==> config.mk <==
export PLATFORM = sky130hd
export DESIGN_NAME = alu_operand_sequencer
export DESIGN_NICKNAME = d
export VERILOG_FILES = /design/src/rtl/alu_seq_pkg.sv /design/src/rtl/en_reg.sv /design/src/rtl/alu_operand_sequencer.sv
export SDC_FILE = /design/constraint.sdc
export NUM_CORES = 1
export LEC_CHECK = 0
export ABC_AREA = 1
export BUFFER_PORTS_ARGS = -buffer_cell sky130_fd_sc_hd__buf_2
export CAP_MARGIN = 20
export CORE_MARGIN = 5
export CORE_UTILIZATION = 45
export DETAILED_ROUTE_END_ITERATION = 8
export PLACE_DENSITY_LB_ADDON = 0.25
export SLEW_MARGIN = 25
export SYNTH_ARGS = -nofsm -noshare
export SYNTH_HDL_FRONTEND = slang
export SYNTH_SLANG_ARGS = --single-unit
==> constraint.sdc <==
create_clock -name clk -period 1.4 [get_ports clk]
set_input_delay 0.14 -clock clk [delete_from_list [all_inputs] [get_ports clk]]
set_output_delay 0.14 -clock clk [all_outputs]
set_load 0.05 [all_outputs]
==> src/rtl/alu_seq_pkg.sv <==
// rtl/alu_seq_pkg.sv - shared types and constants for the ALU operand sequencer
package alu_seq_pkg;

  // Sequencer states; EXEC and HOLD share one external stage code
  typedef enum logic [2:0] {
    WAIT_A  = 3'd0,
    WAIT_B  = 3'd1,
    WAIT_OP = 3'd2,
    EXEC    = 3'd3,
    HOLD    = 3'd4
  } state_t;

  // Operation select codes understood by the downstream logic mux
  localparam logic [2:0] OP_AND    = 3'd0;
  localparam logic [2:0] OP_OR     = 3'd1;
  localparam logic [2:0] OP_XOR    = 3'd2;
  localparam logic [2:0] OP_CORR_R = 3'd3;
  localparam logic [2:0] OP_CORR_I = 3'd4;
  localparam logic [2:0] OP_CORR_C = 3'd5;
  localparam logic [2:0] OP_RSVD6  = 3'd6;
  localparam logic [2:0] OP_RSVD7  = 3'd7;

  // External stage encoding
  localparam logic [1:0] STAGE_WAIT_A  = 2'd0;
  localparam logic [1:0] STAGE_WAIT_B  = 2'd1;
  localparam logic [1:0] STAGE_WAIT_OP = 2'd2;
  localparam logic [1:0] STAGE_EXEC    = 2'd3;

  // Reserved codes alias to AND in the mux and may be rejected at load time
  function automatic logic is_reserved_sel(input logic [2:0] sel);
    return (sel == OP_RSVD6) || (sel == OP_RSVD7);
  endfunction

endpackage

==> src/rtl/en_reg.sv <==
// rtl/en_reg.sv - W-bit register with async reset, sync clear and load enable
module en_reg #(
  parameter int W = 4
) (
  input  logic         clk,
  input  logic         rst,
  input  logic         clr,
  input  logic         en,
  input  logic [W-1:0] d,
  output logic [W-1:0] q
);

  // Clear takes priority over enable so an abort always zeroes the value
  always_ff @(posedge clk or posedge rst) begin
    if (rst)      q <= '0;
    else if (clr) q <= '0;
    else if (en)  q <= d;
  end

endmodule

==> src/rtl/alu_operand_sequencer.sv <==
// rtl/alu_operand_sequencer.sv - loads A, B and select from one bus, captures mux result (option: OPSEQ_SEL_CHECK_EN)
module alu_operand_sequencer
  import alu_seq_pkg::*;
#(
  parameter int N = 4
) (
  input  logic         clk,
  input  logic         rst,
  input  logic         load,
  input  logic         clear,
  input  logic [N-1:0] data_in,
  input  logic [2:0]   sel_in,
  input  logic [N-1:0] result_in,
  output logic [N-1:0] A,
  output logic [N-1:0] B,
  output logic [2:0]   s,
  output logic [1:0]   stage,
  output logic         op_valid,
  output logic [N-1:0] result_q,
  output logic         zero,
  output logic         sel_err
);

  state_t state, next_state;
  logic   sel_ok;
  logic   en_a, en_b, en_s, en_res;
  logic   reject;

`ifdef OPSEQ_SEL_CHECK_EN
  assign sel_ok = !is_reserved_sel(sel_in);
`else
  assign sel_ok = 1'b1;
`endif

  // A load in WAIT_OP with a refused select is only meaningful with checking on
  assign reject = load && !clear && (state == WAIT_OP) && !sel_ok;

  // State register
  always_ff @(posedge clk or posedge rst) begin
    if (rst) state <= WAIT_A;
    else     state <= next_state;
  end

  // Next-state and register-enable decode; clear overrides any load
  always_comb begin
    next_state = state;
    en_a       = 1'b0;
    en_b       = 1'b0;
    en_s       = 1'b0;
    en_res     = 1'b0;
    if (clear) begin
      next_state = WAIT_A;
    end else begin
      case (state)
        WAIT_A: if (load) begin
          en_a       = 1'b1;
          next_state = WAIT_B;
        end
        WAIT_B: if (load) begin
          en_b       = 1'b1;
          next_state = WAIT_OP;
        end
        WAIT_OP: if (load && sel_ok) begin
          en_s       = 1'b1;
          next_state = EXEC;
        end
        EXEC: begin
          en_res     = 1'b1;
          next_state = HOLD;
        end
        HOLD: if (load) begin
          en_a       = 1'b1;
          next_state = WAIT_B;
        end
        default: next_state = WAIT_A;
      endcase
    end
  end

  en_reg #(.W(N)) u_reg_a (
    .clk(clk), .rst(rst), .clr(clear), .en(en_a), .d(data_in), .q(A)
  );

  en_reg #(.W(N)) u_reg_b (
    .clk(clk), .rst(rst), .clr(clear), .en(en_b), .d(data_in), .q(B)
  );

  en_reg #(.W(3)) u_reg_s (
    .clk(clk), .rst(rst), .clr(clear), .en(en_s), .d(sel_in), .q(s)
  );

  en_reg #(.W(N)) u_reg_res (
    .clk(clk), .rst(rst), .clr(clear), .en(en_res), .d(result_in), .q(result_q)
  );

  // Zero flag tracks result_q; an empty result register reads as zero
  always_ff @(posedge clk or posedge rst) begin
    if (rst)         zero <= 1'b1;
    else if (clear)  zero <= 1'b1;
    else if (en_res) zero <= (result_in == '0);
  end

`ifdef OPSEQ_SEL_CHECK_EN
  // One-cycle pulse following each refused select load
  always_ff @(posedge clk or posedge rst) begin
    if (rst) sel_err <= 1'b0;
    else     sel_err <= reject;
  end
`else
  assign sel_err = 1'b0;
`endif

  // Stage and op_valid derive from the state register only
  always_comb begin
    stage    = STAGE_WAIT_A;
    op_valid = 1'b0;
    case (state)
      WAIT_A:  stage = STAGE_WAIT_A;
      WAIT_B:  stage = STAGE_WAIT_B;
      WAIT_OP: stage = STAGE_WAIT_OP;
      EXEC: begin
        stage    = STAGE_EXEC;
        op_valid = 1'b1;
      end
      HOLD:    stage = STAGE_EXEC;
      default: stage = STAGE_WAIT_A;
    endcase
  end

endmodule

==> impl_metrics.json, run 1 <==
{
  "post-route-cell-area_mm2": 0.001239,
  "die_y_um": 54.96,
  "finalSetupTns_ns": -0.001361,
  "hold_ws_ns": 0.05824,
  "dr.first_iter.drc_count": 16,
  "drive_gt1_share_pct": 38.61,
  "drc": 0,
  "hold_class": "in2reg",
  "path_max_fanout": 3,
  "skew_ns": 0.001380,
  "ios": 35,
  "avgSynthCellArea_um2": 7.775,
  "failed_checks": "setup timing",
  "clock_path_buffers": 2,
  "multi_input_area_um2": 392.9,
  "gp_congestion": 0.7539,
  "ff_latch_area_um2": 480.5,
  "cts_root_buf": "clkbuf_4",
  "grt_start_max_net_pins": 20,
  "fin_crit_ns": 1.401,
  "vias": 881,
  "globalRouteTotalUtil_pct": 17.11,
  "final_cell_mix": "nand2_1 (41), buf_2 (30), nand3_1 (15), dfrtp_1 (15)",
  "diodes": 0,
  "yosys-top-cells-area": "dfrtp_1 (50%), nand2_1 (18%), nand3_1 (9.9%)",
  "ys.warnings.count": 0,
  "timing.fmax_ghz": 0.7136,
  "synth.largest_area_cell": "dfrtp_1",
  "numCtsBuffers": 3,
  "path_clk_slew_ns": 0.10,
  "start_kind": "register",
  "row_count": 16,
  "cap_violations": 0,
  "synth_seq_cells": 19,
  "portBuffers": 33,
  "finalHoldViolCount": 0,
  "synth_area_um2": 909.6,
  "powerDensity_mw_per_mm2": 987.9,
  "wl_per_cell_um": 12.04,
  "final.setup.worst_slack_ns": -0.001361,
  "rsz0062_at_grt": "yes",
  "grt_pass1_wl_mm": 3.691,
  "die_area_mm2": 0.003021,
  "die_w_um": 54.96,
  "cp_data_arrival_time_ns": 1.26,
  "cp.required_ns": 1.26,
  "yosys.cell_types.count": 18,
  "htreeDepth": 1,
  "final_nets": 174,
  "synthCells": 117,
  "p_leak_nw": 0.7511,
  "fillers": 182,
  "cts_tree": "done",
  "worstSetupEndpointType": "primary output",
  "grt_overflow": 0,
  "final_common_cell": "nand2_1",
  "dp_hpwl_mm": 1.583,
  "grt_pass1_vias": 908,
  "vias_per_cell": 4.762,
  "power.total_mw": 1.224,
  "finalSetupViolCount": 1,
  "slew_violations": 0,
  "synth_nets": 132,
  "yosysSeqAreaShare_pct": 52.41,
  "area_growth_pct": 36.18,
  "wl_mm": 2.227,
  "r2r_slack_ns": 0.11,
  "start_util_pct": 46.84,
  "clkSinkCount": 19,
  "period_share_pct": 100.1,
  "antenna_found_initial": 0,
  "firstDrtPassIters": 4,
  "clock_latency_ns": 0.29,
  "vdd_drop_max_v": 0.0007779,
  "core_mm2": 0.001942,
  "dpl-instance-area_mm2": 0.001085,
  "ant_nets": 0,
  "status": "finished with violations",
  "synth.top_cell.area_share_pct": 49.52,
  "critical_path_class": "reg2out"
}
[registers in the layout, indices dropped and copies added, names as in the netlist]
register,count
u_reg_b.q,4
zero,1
u_reg_a.q,4
u_reg_res.q,4
u_reg_s.q,3
state,3
[cell usage after synthesis]
library cell and count:
buf_6 1, conb_1 1, dfrtp_1 18, buf_2 1, nand2_2 1, nand3_1 18, nand3_2 2, inv_1 11
o21ai_0 1, inv_2 2, nor2_1 10, a21oi_1 2, dfstp_2 1, nand4_1 1, nor2_2 1, o22ai_1 1
nand2_1 43, buf_4 2
[layout make-up]
class	count	area share, %
clock buffers	4	2.121
inverters	13	4.141
multi-input cells	81	31.72
flip-flops and latches	19	38.79
well taps	27	2.727
repair buffers	41	20.51
[worst paths after layout]
check | start | to | cells after the start
max in group asynchronous | rst | zero$_DFFE_PP1P_ | 4
max reg2reg | state[2]$_DFFE_PP0P_ | u_reg_res.q[0]$_DFFE_PP0P_ | 6
min in group asynchronous | rst | u_reg_s.q[0]$_DFFE_PP0P_ | 4
min reg2reg | u_reg_a.q[2]$_DFFE_PP0P_ | u_reg_a.q[2]$_DFFE_PP0P_ | 2
min | result_in[1] | u_reg_res.q[1]$_DFFE_PP0P_ | 3
max | state[1]$_DFFE_PP0P_ | stage[0] | 5
[worst max-delay path, stage by stage, from the launching register on]
cell and delay [ns]:
dfrtp_2 0.45, buf_6 0.13, nor2_4 0.10, nand2_2 0.06, nand3_2 0.07, buf_8 0.15
[routing by layer]
metal | track usage [%] | vias up | wire (um)
li1 | - | 448 | -
met1 | 20.71 | 411 | 1000
met2 | 28.94 | 20 | 1078
met3 | 3.753 | 2 | 138
met4 | 7.692 | 0 | 10
met5 | 0 | - | 0
[kinds of logic (layout without fill, tap and decap cells)]
| kind of cell | count (synthesis) | count (layout) | synth area share, % |
|---|---|---|---|
| and+or+nand+nor | 76 | 76 | 36.04 |
| DFF | 19 | 19 | 52.41 |
| buffers and inverters | 17 | 58 | 8.803 |
| AOI/OAI and AO/OA | 4 | 4 | 2.338 |
| other | 1 | 1 | 0.4123 |
[repair_timing]
action / CTS / global route
pin swaps: 1 / 1
setup endpoints to repair: 3 / 3
buffers inserted: 5 / 1
hold buffers: 1 / 0
resized for setup: 16 / 7
endpoints found under the hold margin: 18 / 0
[where the power goes]
group / internal, mW / total, mW / switching (mW)
Sequential: 0.584 / 0.609 / 0.0247
Clock: 0.111 / 0.273 / 0.162
Combinational: 0.0996 / 0.342 / 0.242
Total: 0.795 / 1.22 / 0.429
[through the flow]
stage | worst slack (ns) | instances | util [%]
after global routing | -0.06081 | 185 | 63.79
after CTS | -0.008829 | 184 | 62.18
after floorplan | 0.1754 | 117 | -
after detailed placement | 0.1394 | 174 | 55.86
final | -0.001361 | 185 | 63.79
after global placement | 0.1690 | 174 | 55.86
(Power assumes the default switching activity.)
==> run 2, diff against run 1 <==
--- a/config.mk
+++ b/config.mk
@@ -12,6 +12,7 @@
 export CORE_UTILIZATION = 45
 export DETAILED_ROUTE_END_ITERATION = 8
 export PLACE_DENSITY_LB_ADDON = 0.25
+export SKIP_CTS_REPAIR_TIMING = 1
 export SLEW_MARGIN = 25
 export SYNTH_ARGS = -nofsm -noshare
 export SYNTH_HDL_FRONTEND = slang
==> constraint.sdc (replaced) <==
create_clock -name clk -period 1.45 [get_ports clk]
set_input_delay 0.145 -clock clk [delete_from_list [all_inputs] [get_ports clk]]
set_output_delay 0.145 -clock clk [all_outputs]
set_load 0.05 [all_outputs]
==> impl_metrics.json, run 2 (synthesized netlist as in run 1, its figures left out) <==
{
  "status": "complete, no violations",
  "firstDrtPassIters": 4,
  "grt_start_max_net_pins": 20,
  "dp_hpwl_mm": 1.596,
  "vias": 876,
  "reg2reg_depth": 5,
  "critical_path_class": "reg2out",
  "cp.required_ns": 1.31,
  "worstSetupEndpointType": "primary output",
  "wl_mm": 2.226,
  "portBuffers": 33,
  "area_growth_pct": 34.39,
  "grt_pass1_wl_mm": 3.381,
  "vias_per_cell": 4.761,
  "cap_violations": 0,
  "fin_util_pct": 62.95,
  "slew_violations": 0,
  "final_common_cell": "nand2_1",
  "start_util_pct": 46.84,
  "finalSetupViolCount": 0,
  "gp_congestion": 0.7702,
  "cts_root_buf": "clkbuf_4",
  "die_y_um": 54.96,
  "fin_cells": 184,
  "powerDensity_mw_per_mm2": 957.9,
  "hold_start": "result_in[3]",
  "skew_ns": 0.001451,
  "reg2reg_from": "state[2]$_DFFE_PP0P_",
  "numCtsBuffers": 3,
  "wl_per_cell_um": 12.10,
  "grt_pass1_vias": 827,
  "post-route-cell-area_mm2": 0.001222,
  "path_max_fanout": 8,
  "die_w_um": 54.96,
  "period_share_pct": 98.38,
  "die_area_mm2": 0.003021,
  "core_mm2": 0.001942,
  "timing.fmax_ghz": 0.7010,
  "finalSetupTns_ns": 0,
  "vdd_drop_max_v": 0.0005911,
  "antenna_found_initial": 0,
  "clock_path_buffers": 2,
  "hold_class": "in2reg",
  "clkSinkCount": 19,
  "row_count": 16,
  "dp_cells": 174,
  "start_kind": "register",
  "diodes": 0,
  "grt_overflow": 0,
  "cts_tree": "done",
  "ant_nets": 0,
  "rsz0062_at_grt": "yes",
  "final_cell_mix": "nand2_1 (42), buf_2 (30), dfrtp_1 (16)",
  "drive_gt1_share_pct": 37.58,
  "dr.first_iter.drc_count": 5,
  "holdPathStages": 3,
  "ios": 35,
  "globalRouteTotalUtil_pct": 15.68,
  "finalHoldViolCount": 0,
  "drc": 0,
  "p_leak_nw": 0.7480,
  "dpl-instance-area_mm2": 0.001085,
  "largest_registers": "u_reg_a.q: 4 flops, u_reg_b.q: 4 flops, u_reg_res.q: 4 flops",
  "clock_latency_ns": 0.29,
  "fin_crit_ns": 1.426,
  "crit_start": "state[2]$_DFFE_PP0P_",
  "final_nets": 173,
  "fillers": 194,
  "htreeDepth": 1,
  "cp_data_arrival_time_ns": 1.28,
  "path_clk_slew_ns": 0.11
}
[run 2: changes by cell type in the layout (fill, tap and decap cells not counted)]
cell / before / now
nand2_2: 3 / 2
inv_2: 3 / 4
clkbuf_1: 1 / 0
inv_4: 1 / 0
clkinv_2: 0 / 1
buf_6: 3 / 2
dfrtp_2: 3 / 2
dfrtp_1: 15 / 16
nand2_1: 41 / 42
[run 2: layer usage]
layer / track usage [%] / vias to the layer above / part of all wire (%)
li1: - / 445 / -
met1: 20.72 / 407 / 45
met2: 25.00 / 22 / 48
met3: 3.485 / 2 / 6.8
met4: 6.073 / 0 / 0.45
met5: 0 / - / 0
[run 2: area by class of cell]
cell class,instances,area [um^2],share of cell area [%]
sequential,19,479.2,39.20
multi-input combinational,81,390.4,31.93
tap,27,33.78,2.764
clock buffer,3,22.52,1.842
timing repair buffer,40,242.7,19.86
inverter,13,48.80,3.992
clock inverter,1,5.005,0.4094
[run 2: where the power goes]
part | switching [mW] | internal, mW
clock network | 0.161 | 0.103
registers | 0.0266 | 0.564
logic | 0.228 | 0.0889
total | 0.415 | 0.756
[run 2: worst paths after layout]
kind,end,slack [ns]
worst max-delay path,stage[0],0.02
worst min-delay path,u_reg_res.q[3]$_DFFE_PP0P_,0.06
worst max register to register,u_reg_res.q[2]$_DFFE_PP0P_,0.27
worst min register to register,u_reg_a.q[2]$_DFFE_PP0P_,0.48
max in group asynchronous,zero$_DFFE_PP1P_,0.79
min in group asynchronous,u_reg_s.q[1]$_DFFE_PP0P_,0.40
[run 2: worst max-delay path, cell delays in order (launching register included)]
cell,delay (ns)
dfrtp_1,0.46
inv_2,0.13
nand3_4,0.13
nand3_2,0.13
buf_8,0.15
[run 2: per-stage QoR]
step | setup slack (ns) | hold slack, ns | power [mW]
floorplan | 0.2204 | 0.09539 | 0.8112
CTS | -0.1495 | -0.1519 | 1.156
finish | 0.02351 | 0.05917 | 1.171
global route | -0.04890 | 0.05124 | 1.238
detailed placement | 0.1997 | 0.1809 | 0.8860
global placement | 0.2249 | 0.1759 | 0.8805
==> run 3, diff against run 2 <==
--- a/config.mk
+++ b/config.mk
@@ -10,6 +10,7 @@
 export CAP_MARGIN = 20
 export CORE_MARGIN = 5
 export CORE_UTILIZATION = 45
+export CTS_BUF_LIST = sky130_fd_sc_hd__clkbuf_16
 export DETAILED_ROUTE_END_ITERATION = 8
 export PLACE_DENSITY_LB_ADDON = 0.25
 export SKIP_CTS_REPAIR_TIMING = 1
==> impl_metrics.json, run 3 (synthesized netlist as in run 1, its figures left out) <==
{
  "powerDensity_mw_per_mm2": 1200,
  "cts_root_buf": "clkbuf_16",
  "largest_registers": "u_reg_a.q: 4 flops, u_reg_b.q: 4 flops, u_reg_res.q: 4 flops",
  "final_nets": 168,
  "firstDrtPassIters": 4,
  "min_to": "u_reg_res.q[3]$_DFFE_PP0P_",
  "row_count": 16,
  "cp_data_arrival_time_ns": 1.24,
  "skew_ns": 0.004775,
  "critPathBufInv": 1,
  "cts_tree": "done",
  "cell_internal_pwr_mw": 1.012,
  "p_leak_nw": 0.7296,
  "critical_path_class": "reg2out",
  "antenna_found_initial": 0,
  "crit_chain": "nor2_2 -> nand2_1 -> nand3_1 -> buf_6",
  "wl_mm": 2.136,
  "die_w_um": 54.96,
  "use_met2_pct": 25.59,
  "worstSetupEndpointType": "primary output",
  "die_area_mm2": 0.003021,
  "path_max_fanout": 6,
  "status": "complete, no violations",
  "use_met3_pct": 4.290,
  "hold_class": "in2reg",
  "core_mm2": 0.001942,
  "final_cell_mix": "nand2_1 (43), buf_2 (30), nand3_1 (17)",
  "dr.first_iter.drc_count": 10,
  "rsz0062_at_grt": "no",
  "use_met1_pct": 21.20,
  "slew_violations": 0,
  "grt_pass1_wl_mm": 3.456,
  "globalRouteTotalUtil_pct": 16.01,
  "cp.required_ns": 1.31,
  "grt_start_max_net_pins": 20,
  "drive_gt1_share_pct": 32.89,
  "worstReg2RegEnd": "u_reg_res.q[2]$_DFFE_PP0P_",
  "final_common_cell": "nand2_1",
  "path_clk_slew_ns": 0.06,
  "vias_per_cell": 4.816,
  "critical-path-max-stage-delay_ns": 0.46,
  "start_util_pct": 46.84,
  "vdd_drop_max_v": 0.0007425,
  "portBuffers": 33,
  "ios": 35,
  "clkSinkCount": 19,
  "drc": 0,
  "fin_util_pct": 62.18,
  "diodes": 0,
  "gp_congestion": 0.7702,
  "wl_per_cell_um": 11.93,
  "clock_latency_ns": 0.25,
  "reg2reg_depth": 5,
  "timing.fmax_ghz": 0.7200,
  "fin_crit_ns": 1.389,
  "p_switching_uw": 436.6,
  "critPathTopFamily": "flip-flops",
  "grt_pass1_vias": 839,
  "grt_overflow": 0,
  "reg2reg_from": "state[2]$_DFFE_PP0P_",
  "numCtsBuffers": 3,
  "vias": 862,
  "period_share_pct": 95.78,
  "start_kind": "register",
  "p_comb_share_pct": 20.8,
  "htreeDepth": 1,
  "dp_hpwl_mm": 1.596,
  "finalHoldViolCount": 0,
  "clkPwrFrac_pct": 38.5,
  "r2r_slack_ns": 0.32,
  "clock_path_buffers": 2,
  "swShare_pct": 30.13,
  "ant_nets": 0,
  "sequentialPowerShare_pct": 40.7,
  "cap_violations": 0,
  "area_growth_pct": 32.74,
  "hold_start": "result_in[3]",
  "power.total_mw": 1.449,
  "die_y_um": 54.96,
  "finalSetupViolCount": 0,
  "top_usage_layer": "met2",
  "holdPathStages": 3,
  "slowest_stage": "dfrtp_2"
}
[run 3: changes by cell type in the layout (fill, tap and decap cells not counted)]
cell / change
buf_4: -5
clkbuf_16: +3
clkbuf_4: -2
nand3_1: +2
nand3_2: -2
nor2_2: +2
nor2_4: -2
buf_8: -1
inv_1: +1
inv_2: -1
nand2_1: +1
nand2_2: -1
[run 3: worst max-delay path by stage]
stage | startpoint | endpoint | cells past startpoint
2_1_floorplan | state[2]$_DFFE_PP0P_ | stage[0] | 4
3_3_place_gp | state[2]$_DFFE_PP0P_ | stage[1] | 4
3_5_place_dp | state[2]$_DFFE_PP0P_ | stage[1] | 4
4_1_cts | state[2]$_DFFE_PP0P_ | stage[1] | 4
5_1_grt | state[1]$_DFFE_PP0P_ | stage[0] | 4
6_report | state[1]$_DFFE_PP0P_ | stage[1] | 4
[run 3: worst register-to-register path: stages, from the launching register on]
cell     delay (ns)
dfrtp_1        0.42
inv_2          0.12
nand3_4        0.13
nor2_1         0.25
nand2_1        0.08
nand2_1        0.07
[run 3: area by class of cell]
| type | instances | area [um^2] |
|---|---|---|
| Sequential cell | 19 | 479.2 |
| Clock inverter | 1 | 5.005 |
| Multi-Input combinational cell | 81 | 367.9 |
| Clock buffer | 3 | 75.07 |
| Tap cell | 27 | 33.78 |
| Timing Repair Buffer | 35 | 197.7 |
| Inverter | 13 | 48.80 |
| Fill cell | 196 | 734.5 |
[run 3: power by group through the flow]
stage / Sequential, mW / Clock, mW / Combinational (mW)
after floorplan: 0.693 / 0 / 0.118
after global placement: 0.594 / 0 / 0.287
after detailed placement: 0.595 / 0 / 0.291
after CTS: 0.586 / 0.568 / 0.292
after global routing: 0.594 / 0.605 / 0.328
final: 0.590 / 0.558 / 0.302
[run 3: routing by layer]
layer | up-vias | share of wire, %
met5 | - | 0
met4 | 0 | 0.47
met3 | 2 | 6.3
met2 | 24 | 48
met1 | 403 | 45
li1 | 433 | -
[run 3: stage by stage]
stage	worst slack (ns)	hold slack (ns)	instance area, um^2	instances	setup TNS, ns
6_report	0.06116	0.1133	1207	179	0
5_1_grt	0.005529	0.1138	1207	179	0
4_1_cts	-0.07176	-0.07979	1165	178	-0.1553
3_5_place_dp	0.1997	0.1809	1085	174	0
3_3_place_gp	0.2249	0.1759	1085	174	0
2_1_floorplan	0.2204	0.09539	909.6	117	0
